`src/rtl/muldiv_seq.sv`:
```
// Iterative MULT/MULTU/DIV/DIVU sequencer owning the HI/LO registers.
// Optional MULDIV_EARLY_TERM_EN: multiply early exit plus sticky div0_out.
module muldiv_seq #(
    parameter int W     = 32,
    parameter int CNT_W = 5
) (
    input  logic         clock,
    input  logic         reset,
    input  logic         start_in,
    input  logic [1:0]   op_in,
    input  logic [W-1:0] a_in,
    input  logic [W-1:0] b_in,
    input  logic         mthi_in,
    input  logic         mtlo_in,
    input  logic         hilo_rd_in,
    output logic [W-1:0] hi_out,
    output logic [W-1:0] lo_out,
    output logic         busy_out,
    output logic         stall_out,
    output logic         div0_out
);
    localparam logic [1:0]       S_IDLE   = 2'd0;
    localparam logic [1:0]       S_RUN    = 2'd1;
    localparam logic [1:0]       S_FIX    = 2'd2;
    localparam logic [CNT_W-1:0] CNT_LAST = CNT_W'(W - 1);

    logic [1:0]       r_state;
    logic             r_is_div;
    logic             r_neg_q;
    logic             r_neg_r;
    logic             r_dz;
    logic [CNT_W-1:0] r_cnt;
    logic [W-1:0]     r_opa;
    logic [W-1:0]     r_opb;
    logic [2*W-1:0]   r_acc;
    logic [W-1:0]     r_rem;
    logic [W-1:0]     r_hi;
    logic [W-1:0]     r_lo;

    logic             w_signed;
    logic             w_a_neg;
    logic             w_b_neg;
    logic [W-1:0]     w_a_mag;
    logic [W-1:0]     w_b_mag;
    logic             w_dz;
    logic [W:0]       w_sum;
    logic [2*W-1:0]   w_acc_mul;
    logic [W:0]       w_shift;
    logic             w_ge;
    logic [W-1:0]     w_rem_next;
    logic             w_last;
    logic [2*W-1:0]   w_prod;
    logic [2*W-1:0]   w_prod_fix;
    logic [W-1:0]     w_quo;
    logic [W-1:0]     w_rmd;

    assign w_signed = ~op_in[0];
    assign w_a_neg  = w_signed & a_in[W-1];
    assign w_b_neg  = w_signed & b_in[W-1];
    assign w_a_mag  = w_a_neg ? -a_in : a_in;
    assign w_b_mag  = w_b_neg ? -b_in : b_in;
    assign w_dz     = op_in[1] & (b_in == '0);

    // Multiply: add multiplicand into the upper half, then shift the whole accumulator right.
    assign w_sum     = {1'b0, r_acc[2*W-1:W]} + (r_opb[0] ? {1'b0, r_opa} : '0);
    assign w_acc_mul = {w_sum, r_acc[W-1:1]};

    // Divide: restoring step; quotient bits shift into r_acc[W-1:0] as dividend bits leave.
    assign w_shift    = {r_rem, r_acc[W-1]};
    assign w_ge       = (w_shift >= {1'b0, r_opb});
    assign w_rem_next = w_ge ? W'(w_shift - {1'b0, r_opb}) : w_shift[W-1:0];

`ifdef MULDIV_EARLY_TERM_EN
    logic             r_div0;
    logic [CNT_W-1:0] w_shamt;

    // After k steps the accumulator holds product << (W-k); counter wraps to 0 after W steps.
    assign w_shamt  = -r_cnt;
    assign w_prod   = r_acc >> w_shamt;
    assign w_last   = (r_cnt == CNT_LAST) || (!r_is_div && (r_opb[W-1:1] == '0));
    assign div0_out = r_div0;
`else
    assign w_prod   = r_acc;
    assign w_last   = (r_cnt == CNT_LAST);
    assign div0_out = 1'b0;
`endif

    assign w_prod_fix = r_neg_q ? -w_prod : w_prod;
    assign w_quo      = r_neg_q ? -r_acc[W-1:0] : r_acc[W-1:0];
    assign w_rmd      = r_neg_r ? -r_rem : r_rem;

    assign hi_out    = r_hi;
    assign lo_out    = r_lo;
    assign busy_out  = (r_state != S_IDLE);
    assign stall_out = busy_out & (start_in | hilo_rd_in | mthi_in | mtlo_in);

    always_ff @(posedge clock or posedge reset) begin
        if (reset) begin
            r_state  <= S_IDLE;
            r_is_div <= 1'b0;
            r_neg_q  <= 1'b0;
            r_neg_r  <= 1'b0;
            r_dz     <= 1'b0;
            r_cnt    <= '0;
            r_opa    <= '0;
            r_opb    <= '0;
            r_acc    <= '0;
            r_rem    <= '0;
            r_hi     <= '0;
            r_lo     <= '0;
`ifdef MULDIV_EARLY_TERM_EN
            r_div0   <= 1'b0;
`endif
        end else begin
            case (r_state)
                S_IDLE: begin
                    if (start_in) begin
                        r_is_div <= op_in[1];
                        r_cnt    <= '0;
                        r_rem    <= '0;
                        if (w_dz) begin
                            r_dz    <= 1'b1;
                            r_opa   <= a_in;
                            r_state <= S_FIX;
`ifdef MULDIV_EARLY_TERM_EN
                            r_div0  <= 1'b1;
`endif
                        end else begin
                            r_dz    <= 1'b0;
                            r_opa   <= w_a_mag;
                            r_opb   <= w_b_mag;
                            r_neg_q <= w_a_neg ^ w_b_neg;
                            r_neg_r <= w_a_neg;
                            r_acc   <= op_in[1] ? {W'(0), w_a_mag} : '0;
                            r_state <= S_RUN;
                        end
                    end else begin
                        if (mthi_in) r_hi <= a_in;
                        if (mtlo_in) r_lo <= a_in;
                    end
                end
                S_RUN: begin
                    r_cnt <= r_cnt + CNT_W'(1);
                    if (r_is_div) begin
                        r_rem <= w_rem_next;
                        r_acc <= {W'(0), r_acc[W-2:0], w_ge};
                    end else begin
                        r_acc <= w_acc_mul;
                        r_opb <= r_opb >> 1;
                    end
                    if (w_last) r_state <= S_FIX;
                end
                S_FIX: begin
                    if (r_dz) begin
                        r_hi <= r_opa;
                        r_lo <= '1;
                    end else if (r_is_div) begin
                        r_hi <= w_rmd;
                        r_lo <= w_quo;
                    end else begin
                        r_hi <= w_prod_fix[2*W-1:W];
                        r_lo <= w_prod_fix[W-1:0];
                    end
                    r_state <= S_IDLE;
                end
                default: r_state <= S_IDLE;
            endcase
        end
    end
endmodule

```
`config.mk`:
```
export PLATFORM = sky130hd
export DESIGN_NAME = muldiv_seq
export DESIGN_NICKNAME = d
export VERILOG_FILES = /design/src/rtl/muldiv_seq.sv
export SDC_FILE = /design/constraint.sdc
export NUM_CORES = 1
export LEC_CHECK = 0
export CAP_MARGIN = 20
export CORE_MARGIN = 2
export CORE_UTILIZATION = 60
export CTS_CLUSTER_DIAMETER = 30
export DETAILED_ROUTE_END_ITERATION = 10
export DONT_BUFFER_PORTS = 1
export PLACE_DENSITY = 0.75
export SKIP_LAST_GASP = 1
export SLEW_MARGIN = 20
export SYNTH_ARGS = -nofsm -noshare
export SYNTH_HDL_FRONTEND = slang
export SYNTH_SLANG_ARGS = --single-unit
```
`constraint.sdc`:
```
create_clock -name clock -period 19.8 [get_ports clock]
set_input_delay 3.96 -clock clock [delete_from_list [all_inputs] [get_ports clock]]
set_output_delay 3.96 -clock clock [all_outputs]
set_load 0.1 [all_outputs]
```
## After elaboration in Yosys (flattened, before gate mapping)

Cells that the tools add are included.

| word-level totals | value |
|---|---|
| register bits after elaboration | 235 |
| input port bits | 72 |
| output and inout bits | 67 |
| word-level logic and storage cells | 93 |

| cells by class | value |
|---|---|
| $add $sub $neg | 8 |
| order comparisons | 1 |
| equal/unequal tests | 11 |
| multiplexer cells | 37 |
| bitwise logic cells | 10 |
| reductions and logical operators | 14 |

Operator list:

| operator | count |
|---|---|
| $mux 32 | 21 |
| $mux 64 | 4 |
| $pmux 32 s2 | 4 |
| $neg 32->32 | 4 |
| $pmux 64 s2 | 1 |
| $neg 64->64 | 1 |
| $add 32x32->33 | 1 |
| $ge 33x32->1 | 1 |
| $logic_not 32->1 | 1 |
| $sub 32x32->32 | 1 |
| $ne 2x2->1 const B | 8 |
| $reduce_and 3->1 | 5 |
| $pmux 5 s2 | 1 |
| $mux 2 | 3 |
| $reduce_and 2->1 | 3 |
| $reduce_bool 2->1 | 3 |
| $add 5x1->5 const B | 1 |
| $eq 5x5->1 const B | 1 |
| $mux 5 | 1 |
| $and 1x1->1 | 4 |
| $pmux 2 s2 | 1 |
| $reduce_and 4->1 | 1 |
| $or 1x1->1 | 3 |
| $eq 2x1->1 const B | 1 |
| 5 further kinds | 6 |

## Longest topological paths before layout

| depth | value |
|---|---|
| word-level depth | 7 |
| mapped depth | 14 |
| mapped depth without buffers | 13 |

## Worst setup path before layout

No wires, ideal clock.

| timing | value |
|---|---|
| kind | input -> output |
| start point | in start_in |
| end point | out stall_out |
| arrival | 5519 ps |
| data required time | 15840 ps |
| setup slack | 10321 ps |
| stages on the path | 3 |
| buffers on the path | 1 |
| cell sequence | clkbuf_1 -> nor4_1 -> nor2_1 |

| on the way | value |
|---|---|
| cells in the longest elaborated chain, start to end | 4 |

RTL lines:

| element | line | text |
|---|---|---|
| from (decl) | 9 | `input logic start_in,` |
| $or 1x1->1 (3 in series) | 95 | `assign stall_out = busy_out & (start_in \| hilo_rd_in \| mthi_in \| mtlo_in);` |
| $and 1x1->1 | 95 |  |
| to (decl) | 19 | `output logic stall_out,` |

No other way between the ends.

## Worst setup path after layout

Same ends and word-level chain as after synthesis.

==> impl_results.md <==
- Netlist Area Pre-Place: 18100 µm²
- Dominant cell type by area after synthesis: dfrtp_1
- Placer Congestion: 0.967
- Leakage: 8.81 nW
- Initial core utilization: 0.611
- Vias: 17307
- Slew @ Worst Pin: 1.05 ns
- Fraction of registers with async set/reset: 1.00
- Critical path type: primary input to output pin
- Clk_lat worst skew: 0.57 ns
- Die height: 178 µm
- Maximum clock frequency: 114 MHz
- Core ar.: 29600 µm²
- Synth cell count leaders: nand2_1, o21ai_0, dfrtp_1, a21oi_1
- Final Setup Violations: 0
- Post-DRT Antenna Nets: 0
- Critical path data arrival time: 4.79 ns
- Routed wire per std cell: 23.2 µm
- Nets: 2289
- CTS Sinks: 235
- Post-synth EDFFs: 0
- CP max FO: 8
- Proportion of layout cells with a drive suffix above 1: 0.0850
- Vias in the first global route: 16935
- WL final: 60100 µm
- Fin crit period: 8.75 ns
- Number of remaining DRC errors: 0
- Outcome: complete, no violations
- # fillers: 2372
- Sw frac: 0.498
- Clk root buf: clkbuf_16
- Yosys reg bits: 235
- Iteration-0 DRC Markers: 1832
- Combinational power share: 0.419
- VDD IR-drop max: 0.000108 V
- Max-cap violation count: 0
- Cell count after synthesis: 2204
- Reg clk slew, reported paths: 0.04 ns
- Worst reg2reg path depth: 13
- CP bufs+invs: 0
- Internal: 0.00234 W
- # port buffers: 0
- Post-DP HPWL: 42600 µm
- Placed Area: 18200 µm²
- Setup TNS: 0 ns
- Yosys warning count: 0
- Post-synth cell types: 84
- Grt ovf: 0
- Initial antenna violation count: 1
- Clk pwr share: 0.257
- Die Footprint: 31600 µm²
- Critical Path Sink Type: output pin
- CTS Buffer Depth: 3
- NetSw: 0.00233 W
- 1st-pass router iterations: 7
- Period utilisation layout: 0.442
- Hold path cells: 2
- Crit start category: primary input
- Die outline width: 178 µm
- Layout Skew: 0.0241 ns
- # rows: 63
- P&R area growth vs syn: 14.7%
- P per Cell Area: 225 nW/µm²
- Flop pwr share: 0.324
- Largest net degree at the start of global routing: 116
- First-pass GRT wire length: 93500 µm
- H-tree depth: 3
- Final Hold Violating Endpoints: 0
- Num CTS Buffers: 67
- Slowest CP cell: nor2_2
- Overall global routing resource usage: 0.381
- Avg Inst Size Synth: 8.21 µm²
- Via density: 6.68
- Delay-heaviest family, CP: simple AND/OR/NAND/NOR gates
- Number of cells on the critical path: 2
- Min-Delay Path Class: register to register
- Max Slew Vio Count: 0
- Worst path cell trace: nor4_1 > nor2_2
- Post-route cell area: 20800 µm²
- Post-CTS setup buffers: 0
- RSZ-0062 raised after global routing: no
- Seq/Total Area, Yosys: 0.325
- Synth area leaders: dfrtp_1, o21ai_0, xnor2_1, nand2_1, ha_1
- Synth top area share: 0.325
- Slowest stage delay, CP: 0.79 ns
- Most common cell in the netlist: nand2_1
- Worst path required time: 15.84 ns
- Worst rel slew slack: 0.299
- # resized after CTS: 0
- Main flop type after synthesis: dfrtp_1
- Final Hold Slack: 0.505 ns
- CTS Hold Bufs: 0
- CTS tree: done
- Synthesized net count: 2348
- Ports: 139
[layer usage]
layer,vias up,share of wire,track usage
met5,-,0,0
met4,0,0.068,0.232
met3,256,0.088,0.0872
met2,896,0.46,0.626
met1,8296,0.38,0.453
li1,7859,-,-
[power groups by stage]
stage / clock, W / combinational, W / sequential [W]
2_1_floorplan: 0 / 0.00153 / 0.00136
3_3_place_gp: 0 / 0.00185 / 0.00149
3_5_place_dp: 0 / 0.00190 / 0.00150
4_1_cts: 0.00120 / 0.00192 / 0.00150
5_1_grt: 0.00123 / 0.00216 / 0.00154
6_report: 0.00120 / 0.00196 / 0.00151
[layout make-up]
cell class                      count  area [µm²]  share of cell area
Antenna cell                        1        2.50            0.000121
Timing Repair Buffer               19         143             0.00687
Clock inverter                     34         609              0.0294
Multi-Input combinational cell   1751       11400               0.551
Sequential cell                   235        5880               0.283
Clock buffer                       90        1920              0.0927
Tap cell                          390         488              0.0235
Inverter                           71         274              0.0132
[kinds of logic (layout without fill, tap and decap cells)]
family,after synthesis,after routing,share of synthesized area
buffers and inverters,218,214,0.0465
AND/OR/NAND/NOR,663,663,0.180
flip-flops,235,235,0.325
adder cells (fa/ha/maj),72,72,0.0506
other,1,2,0.000207
AO/OA/AOI/OAI,734,734,0.258
multiplexers,59,59,0.0328
XOR/XNOR,222,222,0.107
[layout by cell type, fill, tap and decap left out, drive strengths merged, types with 37 or more instances in the layout]
master  netlist  routed
ha           70      70
xnor2       130     130
inv          71      74
o21ai       256     256
o31ai        43      43
or3          45      45
dfrtp       235     235
o221ai       40      40
xor2         92      92
nand2       266     266
mux2i        57      57
and2         40      40
a21oi       150     150
nor2        130     130
clkbuf      129      90
nand3        37      37
[sequential cells by signal, indices dropped and copies added, names as in the netlist, 2 cells and up]
name	cells
r_opa	32
r_cnt	5
hi_out	32
r_rem	32
lo_out	32
r_opb	32
r_state	2
r_acc	64
[worst min-delay path, cell delays in order (launching register included)]
cell and delay, ns:
dfrtp_1 0.36, nand2_1 0.06, o31ai_1 0.05
[stage by stage]
stage / utilization / power, W / instances / setup WS (ns)
after floorplan: - / 0.00290 / 2204 / 9.39
after global placement: 0.614 / 0.00335 / 2466 / 11.04
after detailed placement: 0.614 / 0.00340 / 2466 / 11.05
after CTS: 0.700 / 0.00462 / 2590 / 11.05
after global routing: 0.700 / 0.00492 / 2590 / 11.04
final: 0.700 / 0.00467 / 2591 / 11.05
[worst paths after layout]
kind | startpoint | end | slack, ns
worst min register to register | r_opb[31]$_DFFE_PP0P_ | r_opb[31]$_DFFE_PP0P_ | 0.50
min in group asynchronous | reset | r_acc[40]$_DFFE_PP0P_ | 3.40
max in group asynchronous | reset | r_neg_q$_DFFE_PP0P_ | 14.93
worst max-delay path | start_in | stall_out | 11.05
worst max register to register | r_opb[0]$_DFFE_PP0P_ | r_acc[61]$_DFFE_PP0P_ | 15.61
worst min-delay path | r_opb[31]$_DFFE_PP0P_ | r_opb[31]$_DFFE_PP0P_ | 0.50
Power figures use the tool's default switching activity.
